**config.mk**
```make
export PLATFORM = sky130hd
export DESIGN_NAME = fp_cplx_pow2_scale
export DESIGN_NICKNAME = d
export VERILOG_FILES = /design/src/rtl/fp_scale_pkg.sv /design/src/rtl/fp_pow2_lane.sv /design/src/rtl/fp_cplx_pow2_scale.sv
export SDC_FILE = /design/constraint.sdc
export NUM_CORES = 1
export LEC_CHECK = 0
export CORE_ASPECT_RATIO = 0.75
export CORE_MARGIN = 2
export CORE_UTILIZATION = 51
export DETAILED_ROUTE_END_ITERATION = 8
export PLACE_DENSITY = 0.87
export SLEW_MARGIN = 20
export SYNTH_ARGS = -nofsm -noshare
export SYNTH_HDL_FRONTEND = slang
export SYNTH_SLANG_ARGS = --single-unit
```
**constraint.sdc**
```tcl
create_clock -name clk -period 2.6 [get_ports clk]
set_clock_uncertainty 0.1 [all_clocks]
set_input_delay 0.26 -clock clk [delete_from_list [all_inputs] [get_ports clk]]
set_output_delay 0.26 -clock clk [all_outputs]
set_load 0.05 [all_outputs]
```
**src/rtl/fp_scale_pkg.sv**
```systemverilog
// fp_scale_pkg: shared widths, exponent helpers and result classes for the
// complex power-of-two scaler.
package fp_scale_pkg;

    localparam int EXP_W_DEF = 8;
    localparam int MAN_W_DEF = 23;

    // All-ones exponent code reserved for Inf/NaN
    function automatic int e_max_of(input int exp_w);
        return (1 << exp_w) - 1;
    endfunction

    typedef struct packed {
        logic                 sign;
        logic [EXP_W_DEF-1:0] exp;
        logic [MAN_W_DEF-1:0] man;
    } fp_word_t;

    typedef enum logic [2:0] {
        ZERO,
        SPECIAL,
        UF,
        OF,
        NORM
    } fp_class_t;

endpackage

```
**src/rtl/fp_pow2_lane.sv**
```systemverilog
// fp_pow2_lane: combinational classify/adjust of one float lane, given the
// already-extended new exponent. Zero/subnormal inputs are flushed, Inf/NaN
// pass through, out-of-range results saturate to signed zero or signed Inf.
module fp_pow2_lane
    import fp_scale_pkg::*;
#(
    parameter int EXP_W = EXP_W_DEF,
    parameter int MAN_W = MAN_W_DEF
) (
    input  logic                   sign,
    input  logic [EXP_W-1:0]       exp_in,
    input  logic [MAN_W-1:0]       man,
    input  logic signed [EXP_W+1:0] e_new,
    output logic [EXP_W+MAN_W:0]   result,
    output logic                   uf,
    output logic                   of
);

    localparam logic [EXP_W-1:0]        E_MAX   = EXP_W'(e_max_of(EXP_W));
    localparam logic signed [EXP_W+1:0] E_MAX_X = (EXP_W+2)'(e_max_of(EXP_W));
    localparam logic signed [EXP_W+1:0] E_ZERO  = '0;

    fp_class_t cls;

    // Decide which rule applies; input specials take precedence over range checks
    always_comb begin
        cls = NORM;
        if (exp_in == '0) begin
            cls = ZERO;
        end else if (exp_in == E_MAX) begin
            cls = SPECIAL;
        end else if (e_new <= E_ZERO) begin
            cls = UF;
        end else if (e_new >= E_MAX_X) begin
            cls = OF;
        end
    end

    // Build the output word and flags for the chosen class
    always_comb begin
        result = {sign, exp_in, man};
        uf     = 1'b0;
        of     = 1'b0;
        case (cls)
            ZERO:    result = {sign, {(EXP_W+MAN_W){1'b0}}};
            SPECIAL: result = {sign, exp_in, man};
            UF: begin
                result = {sign, {(EXP_W+MAN_W){1'b0}}};
                uf     = 1'b1;
            end
            OF: begin
                result = {sign, E_MAX, {MAN_W{1'b0}}};
                of     = 1'b1;
            end
            NORM:    result = {sign, e_new[EXP_W-1:0], man};
            default: result = {sign, exp_in, man};
        endcase
    end

endmodule

```
**src/rtl/fp_cplx_pow2_scale.sv**
```systemverilog
// fp_cplx_pow2_scale: two-stage pipelined complex scaler by 2^shift with
// valid/ready flow control. S1 captures fields and the extended exponent,
// S2 captures the classified result and per-lane flags.
// Optional status counters are enabled with macro FP_SCALE_STATUS_CNT_EN.
module fp_cplx_pow2_scale
    import fp_scale_pkg::*;
#(
    parameter int EXP_W   = EXP_W_DEF,
    parameter int MAN_W   = MAN_W_DEF,
    parameter int SHIFT_W = 6,
    localparam int W      = 1 + EXP_W + MAN_W
) (
    input  logic               clk,
    input  logic               rst_n,
`ifdef FP_SCALE_STATUS_CNT_EN
    input  logic               cnt_clr,
    output logic [15:0]        uf_cnt,
    output logic [15:0]        of_cnt,
`endif
    input  logic               in_valid,
    output logic               in_ready,
    input  logic [W-1:0]       in_re,
    input  logic [W-1:0]       in_img,
    input  logic [SHIFT_W-1:0] in_shift,
    output logic               out_valid,
    input  logic               out_ready,
    output logic [W-1:0]       out_re,
    output logic [W-1:0]       out_img,
    output logic [1:0]         out_uf,
    output logic [1:0]         out_of
);

    localparam int XW = EXP_W + 2;

    logic s1_valid, s2_valid, s1_en, s2_en, accept;

    logic                 s1_re_sign, s1_img_sign;
    logic [EXP_W-1:0]     s1_re_exp, s1_img_exp;
    logic [MAN_W-1:0]     s1_re_man, s1_img_man;
    logic signed [XW-1:0] s1_re_enew, s1_img_enew;

    logic signed [XW-1:0] shift_x, re_enew_d, img_enew_d;
    logic [W-1:0]         re_res, img_res;
    logic                 re_uf, re_of, img_uf, img_of;

    assign s2_en     = !s2_valid || out_ready;
    assign s1_en     = !s1_valid || s2_en;
    assign in_ready  = s1_en;
    assign accept    = in_valid && in_ready;
    assign out_valid = s2_valid;

    assign shift_x    = {{(XW-SHIFT_W){in_shift[SHIFT_W-1]}}, in_shift};
    assign re_enew_d  = signed'({2'b00, in_re[W-2:MAN_W]}) + shift_x;
    assign img_enew_d = signed'({2'b00, in_img[W-2:MAN_W]}) + shift_x;

    // S1: capture the sample fields and the widened exponent sum on accept
    always_ff @(posedge clk or negedge rst_n) begin
        if (!rst_n) begin
            s1_valid    <= 1'b0;
            s1_re_sign  <= 1'b0;
            s1_re_exp   <= '0;
            s1_re_man   <= '0;
            s1_re_enew  <= '0;
            s1_img_sign <= 1'b0;
            s1_img_exp  <= '0;
            s1_img_man  <= '0;
            s1_img_enew <= '0;
        end else if (s1_en) begin
            s1_valid <= in_valid;
            if (accept) begin
                s1_re_sign  <= in_re[W-1];
                s1_re_exp   <= in_re[W-2:MAN_W];
                s1_re_man   <= in_re[MAN_W-1:0];
                s1_re_enew  <= re_enew_d;
                s1_img_sign <= in_img[W-1];
                s1_img_exp  <= in_img[W-2:MAN_W];
                s1_img_man  <= in_img[MAN_W-1:0];
                s1_img_enew <= img_enew_d;
            end
        end
    end

    fp_pow2_lane #(.EXP_W(EXP_W), .MAN_W(MAN_W)) u_lane_re (
        .sign   (s1_re_sign),
        .exp_in (s1_re_exp),
        .man    (s1_re_man),
        .e_new  (s1_re_enew),
        .result (re_res),
        .uf     (re_uf),
        .of     (re_of)
    );

    fp_pow2_lane #(.EXP_W(EXP_W), .MAN_W(MAN_W)) u_lane_img (
        .sign   (s1_img_sign),
        .exp_in (s1_img_exp),
        .man    (s1_img_man),
        .e_new  (s1_img_enew),
        .result (img_res),
        .uf     (img_uf),
        .of     (img_of)
    );

    // S2: register classified results; held while downstream stalls
    always_ff @(posedge clk or negedge rst_n) begin
        if (!rst_n) begin
            s2_valid <= 1'b0;
            out_re   <= '0;
            out_img  <= '0;
            out_uf   <= '0;
            out_of   <= '0;
        end else if (s2_en) begin
            s2_valid <= s1_valid;
            if (s1_valid) begin
                out_re  <= re_res;
                out_img <= img_res;
                out_uf  <= {img_uf, re_uf};
                out_of  <= {img_of, re_of};
            end
        end
    end

`ifdef FP_SCALE_STATUS_CNT_EN
    function automatic logic [15:0] sat_add(input logic [15:0] cnt,
                                            input logic a, input logic b);
        logic [16:0] sum;
        sum = {1'b0, cnt} + 17'(a) + 17'(b);
        return sum[16] ? 16'hFFFF : sum[15:0];
    endfunction

    // Event counters: count flagged lanes as each result lands in S2, clear wins
    always_ff @(posedge clk or negedge rst_n) begin
        if (!rst_n) begin
            uf_cnt <= '0;
            of_cnt <= '0;
        end else if (cnt_clr) begin
            uf_cnt <= '0;
            of_cnt <= '0;
        end else if (s2_en && s1_valid) begin
            uf_cnt <= sat_add(uf_cnt, re_uf, img_uf);
            of_cnt <= sat_add(of_cnt, re_of, img_of);
        end
    end
`endif

endmodule

```
# [Word-level counts from Yosys, hierarchy flattened]
# Index checks and enable logic that the tools add are counted.
[classes] n_addsub=2 magnitude_cmp=4 eq_ne=8 mux=14 reduce_logical=13
[ops] operator="case mux 31 bit (3 select lines)" count=2
[ops] operator="two-way mux 3 bit" count=8
[ops] operator="adder 9 x 6 -> 10 bit" count=2
[ops] operator=">= comparator 10 x 9 -> 1 bit, second input constant" count=2
[ops] operator="<= comparator 10 x 1 -> 1 bit, second input constant" count=2
[ops] operator="== test 8 bit, second input constant" count=2
[ops] operator="logical NOT 8 bit" count=2
[ops] operator="== test 3 x 2 -> 1 bit, second input constant" count=4
[ops] operator="== test 3 bit, second input constant" count=2
[ops] operator="logical NOT 3 bit" count=2
[ops] operator="two-way mux 1 bit" count=4
[ops] operator="AND reduction 2 bit" count=2
[ops] operator="OR reduction 2 bit" count=2
[ops] operator="logical NOT 1 bit" count=2
[ops] operator="logical OR 1 bit" count=2
[ops] operator="logical AND 1 bit" count=1
[word_totals] register_bits=154 inputBits=74 out_inout_bits=70

# [Longest topological paths before layout]
[logic_depth] ltp_word=8 depth_mapped=8 mapped_depth_nobuf=8

# [Modules after synthesis]
# From an unflattened synthesis, not the netlist that was laid out.
[hier_totals] hier_cells=687 area_unflattened_um2=7837.5
[modules_own_cells] module="fp_cplx_pow2_scale" n_inst=1 cells_per_inst=449 area_per_inst_um2=6428.7
[modules_own_cells] module="fp_pow2_lane" n_inst=2 cells_per_inst=119 area_per_inst_um2=704.4

# [Worst setup path before layout]
# No wires, ideal clock.
[synth_path] path_type="register to register" from="reg s2_valid (netlist: out_valid)" to="reg s1_img_exp[0]" setup_time_ns=0.125 arrival_time_ns=2.314 t_required_ns=2.375 path_slack_ns=0.062 stages_incl_launch_ff=6 n_path_buf=2 cell_sequence="dfrtp_1 nand3b_1 nand2_1 clkbuf_1 buf_2 mux2_2"
[synth_via] elab_chain_len=5
[synth_lines] element="from (decl)" line_no="fp_cplx_pow2_scale.sv:35" rtl="logic s1_valid, s2_valid, s1_en, s2_en, accept;"
[synth_lines] element="from (signal assigned)" line_no="fp_cplx_pow2_scale.sv:112" rtl="s2_valid <= s1_valid;"
[synth_lines] element="logical NOT 1 bit (*)" line_no="fp_cplx_pow2_scale.sv:46" rtl="assign s2_en = !s2_valid || out_ready;"
[synth_lines] element="logical OR 1 bit (*)" line_no="fp_cplx_pow2_scale.sv:46"
[synth_lines] element="logical OR 1 bit (*)" line_no="fp_cplx_pow2_scale.sv:47" rtl="assign s1_en = !s1_valid || s2_en;"
[synth_lines] element="net in_ready" line_no="fp_cplx_pow2_scale.sv:21" rtl="output logic in_ready,"
[synth_lines] element="logical AND 1 bit" line_no="fp_cplx_pow2_scale.sv:49" rtl="assign accept = in_valid && in_ready;"
[synth_lines] element="AND reduction 2 bit (no line) (*)"
[synth_lines] element="to (signal assigned)" line_no="fp_cplx_pow2_scale.sv:76" rtl="s1_img_exp <= in_img[W-2:MAN_W];"
[synth_lines] element="to (decl)" line_no="fp_cplx_pow2_scale.sv:38" rtl="logic [EXP_W-1:0] s1_re_exp, s1_img_exp;"
# The timed path passes the listed nets; every way through them passes the cells marked *.
# A chain may end at the register's enable or synchronous reset.

# [Final worst setup path]
[layout_path] from="reg s1_valid" to="out in_ready"
[layout_via] elab_chain_len=2
[layout_lines] element="from (decl)" line_no="fp_cplx_pow2_scale.sv:35"
[layout_lines] element="from (signal assigned)" line_no="fp_cplx_pow2_scale.sv:69" rtl="s1_valid <= in_valid;"
[layout_lines] element="logical NOT 1 bit" line_no="fp_cplx_pow2_scale.sv:47"
[layout_lines] element="logical OR 1 bit" line_no="fp_cplx_pow2_scale.sv:47"
[layout_lines] element="to (decl)" line_no="fp_cplx_pow2_scale.sv:21"
# No other way between the ends.

==> summary.txt <==
Run status
  – Outcome: finished, final reports clean

Setup path
  – Maximum net fanout on the critical path: 5
  – R2R Path Start: s1_re_exp[4]
  – Critical setup path kind: reg2out
  – Worst R2R End: out_re[29]
  – WP data required: 2.24 ns
  – R2R depth: 5
  – CP startpoint: s1_valid
  – Worst setup SP type: register
  – CP arrival: 1.90 ns
  – CP endpoint kind: primary output
  – R2R Setup Slk: 0.44 ns

GRT
  – Overflow left after global routing: 0
  – First-pass GRT wire length: 25.4 mm
  – Total track usage: 24.0%
  – Vias in the first global route: 4973
  – Antenna violations before repair: 0
  – Largest net degree at the start of global routing: 71

Clock tree
  – Clock Sinks: 154
  – Num CTS Buffers: 17
  – CTS tree: yes
  – Setup bufs post-CTS: 0
  – Clk root buf: clkbuf_16
  – Clock Latency Late Sink: 0.41 ns
  – Clk buf depth: 2
  – Htree depth: 4
  – Hold-fix buffers, CTS: 1
  – CTS resizes: 0
  – Reg clk slew, reported paths: 0.06 ns

Yosys
  – Register bit count reported by yosys: 154
  – Synth area leaders: dfrtp_1 (59%), mux2_2 (11%), a22o_1 (6.3%)
  – Yosys top cell area share: 58.8%
  – Mapped Cells: 509
  – Area leader, netlist: dfrtp_1
  – Post-synthesis sequential area ratio: 58.8%
  – Net Count, Synth: 603
  – Dominant synthesized flop cell: dfrtp_1
  – EDFF count, synth: 0
  – Avg Inst Size Synth: 12.9 um2
  – Synth unique cells: 45
  – Post-Synthesis Cell Area: 6550 um2
  – Synth Warn #: 0
  – Async SR Flop Fraction: 100%

Routing
  – Post-Route WL: 15.6 mm
  – Remaining antenna violation count: 0
  – Vias post-DR: 4776
  – Pre-antenna DRT Iters: 4
  – Post-DR vias/cell: 5.72
  – 1st-iter DRT viols: 243
  – # DRC: 0
  – Wirelength per Cell: 18.7 um

Timing
  – Max_slew headroom: 53.9%
  – Setup tns final: 0 ns
  – RSZ-0062 raised after global routing: false
  – Fmax: 0.443 GHz
  – Crit path time final: 2.26 ns
  – Setup violations, final: 0
  – Tcrit/Tclk final: 86.8%
  – Fin. Hold Viols: 0
  – Max Slew Vio Count: 0
  – Slew @ Worst Pin: 0.690 ns

Cells and area
  – Most common cell after layout, fill and taps aside: dfrtp_1
  – Final Util: 71.4%
  – Commonest cells after routing, fill and taps aside: dfrtp_1 (154), clkdlybuf4s50_1 (142), mux2_2 (64)
  – Nets: 751
  – Design area: 8850 um2
  – Area Growth Syn to Fin: 35.0%
  – Fill cell count: 855
  – Final Non-Filler Cells: 835
  – Layout cell share with drive strength beyond 1: 16.7%
  – Antenna cells: 0

Placement
  – Hpwl dp: 10.9 mm
  – Inst Count DP: 803
  – Area post-placement: 8210 um2
  – GPL Wtd Cong: 0.846
  – Port Buf Inserts: 143

Min path
  – Hold WC Path Type: in2async

Run
  – Max Cap Viol: 0

Floorplanning
  – CORE AREA: 12400 um2
  – Die area: 13800 um2
  – Chip width: 135 um
  – Initial Utilization: 52.9%
  – Die H: 102 um
  – I/O pin total: 144
  – Row cnt: 35

Power and ir drop
  – PD cells: 937 nW/um2
  – Maximum vdd ir drop: 505 uV
  – Pleak: 0.00383 uW
[power by group]
group	leakage [uW]	switching (uW)	internal (uW)
Combinational	0.00163	1560	990
Clock	0.000300	924	1630
Sequential	0.00190	320	2870
[worst max-delay path: stages, from the launching register on]
cell and delay (ns):
dfrtp_1 0.44, nand3b_1 0.21, clkdlybuf4s50_1 0.84
[state kept, by name, summed over array words and instances, names as in the netlist]
register     cells
s1_re_man       23
s1_img_man      23
out_of           2
s1_img_sign      1
s1_img_enew     10
s1_valid         1
out_valid        1
out_uf           2
s1_re_sign       1
s1_re_enew      10
s1_img_exp       8
s1_re_exp        8
out_img         32
out_re          32
[per-stage QoR]
stage / hold slack (ns) / setup slack, ns / total power, uW
floorplan: -0.136 / 0.0617 / 4780
global placement: 0.139 / 0.134 / 5680
detailed placement: 0.147 / 0.0371 / 5770
CTS: 0.269 / 0.240 / 8360
global route: 0.304 / 0.283 / 8640
finish: 0.257 / 0.344 / 8290
[kinds of logic (layout without fill, tap and decap cells)]
family,Yosys count,in the layout,synth area share (%)
flops,154,154,58.8
compound gates,126,126,14.8
simple gates,102,102,7.81
mux,64,64,11.0
buf+inv,33,193,2.23
fa+ha+maj,20,20,4.05
xor+xnor,10,10,1.34
[cells in the mapped netlist (2+ instances only)]
cell,n
a221o_1,8
o31a_1,2
xor2_1,8
nor3_1,9
buf_2,6
nand4_1,6
nor2_1,17
inv_1,9
nand2b_1,5
and4_1,2
nand3_1,8
o2111ai_1,2
nor3b_1,4
a22oi_1,8
a21o_1,2
or4_1,5
mux2_2,64
buf_6,2
dfrtp_1,154
xnor2_1,2
buf_1,3
ha_1,18
a21oi_1,9
a22o_1,47
clkbuf_1,13
o31ai_1,3
o211ai_1,5
a31oi_1,3
a2111o_1,2
nor2b_1,3
o21ai_0,20
nand3b_1,2
nand2_1,37
a211oi_1,4
fa_1,2
o21a_1,6
[cell type report]
class	count	area [um2]	area share [%]
clock buffers	20	447	5.05
clock inverters	11	169	1.91
inverters	9	33.8	0.382
multi-input cells	322	2570	29.1
flip-flops and latches	154	3850	43.6
well taps	166	208	2.35
repair buffers	153	1560	17.6
[metal layers]
metal / routed length [um] / share of wire (%) / up-vias / track usage [%]
li1: - / - / 2190 / -
met2: 7750 / 50 / 163 / 39.8
met4: 258 / 1.7 / 0 / 8.42
met1: 6640 / 43 / 2402 / 31.2
met5: 0 / 0 / - / 0
met3: 974 / 6.2 / 21 / 5.80
[worst max-delay path by stage]
stage / end / slack (ns) / cells after the start
after floorplan: s1_img_exp[0] / 0.06 / 5
after global placement: s1_re_enew[8] / 0.13 / 9
after detailed placement: s1_re_enew[8] / 0.04 / 9
after CTS: out_re[2] / 0.24 / 5
after global routing: in_ready / 0.28 / 2
final: in_ready / 0.34 / 2
Power figures use the tool's default switching activity.
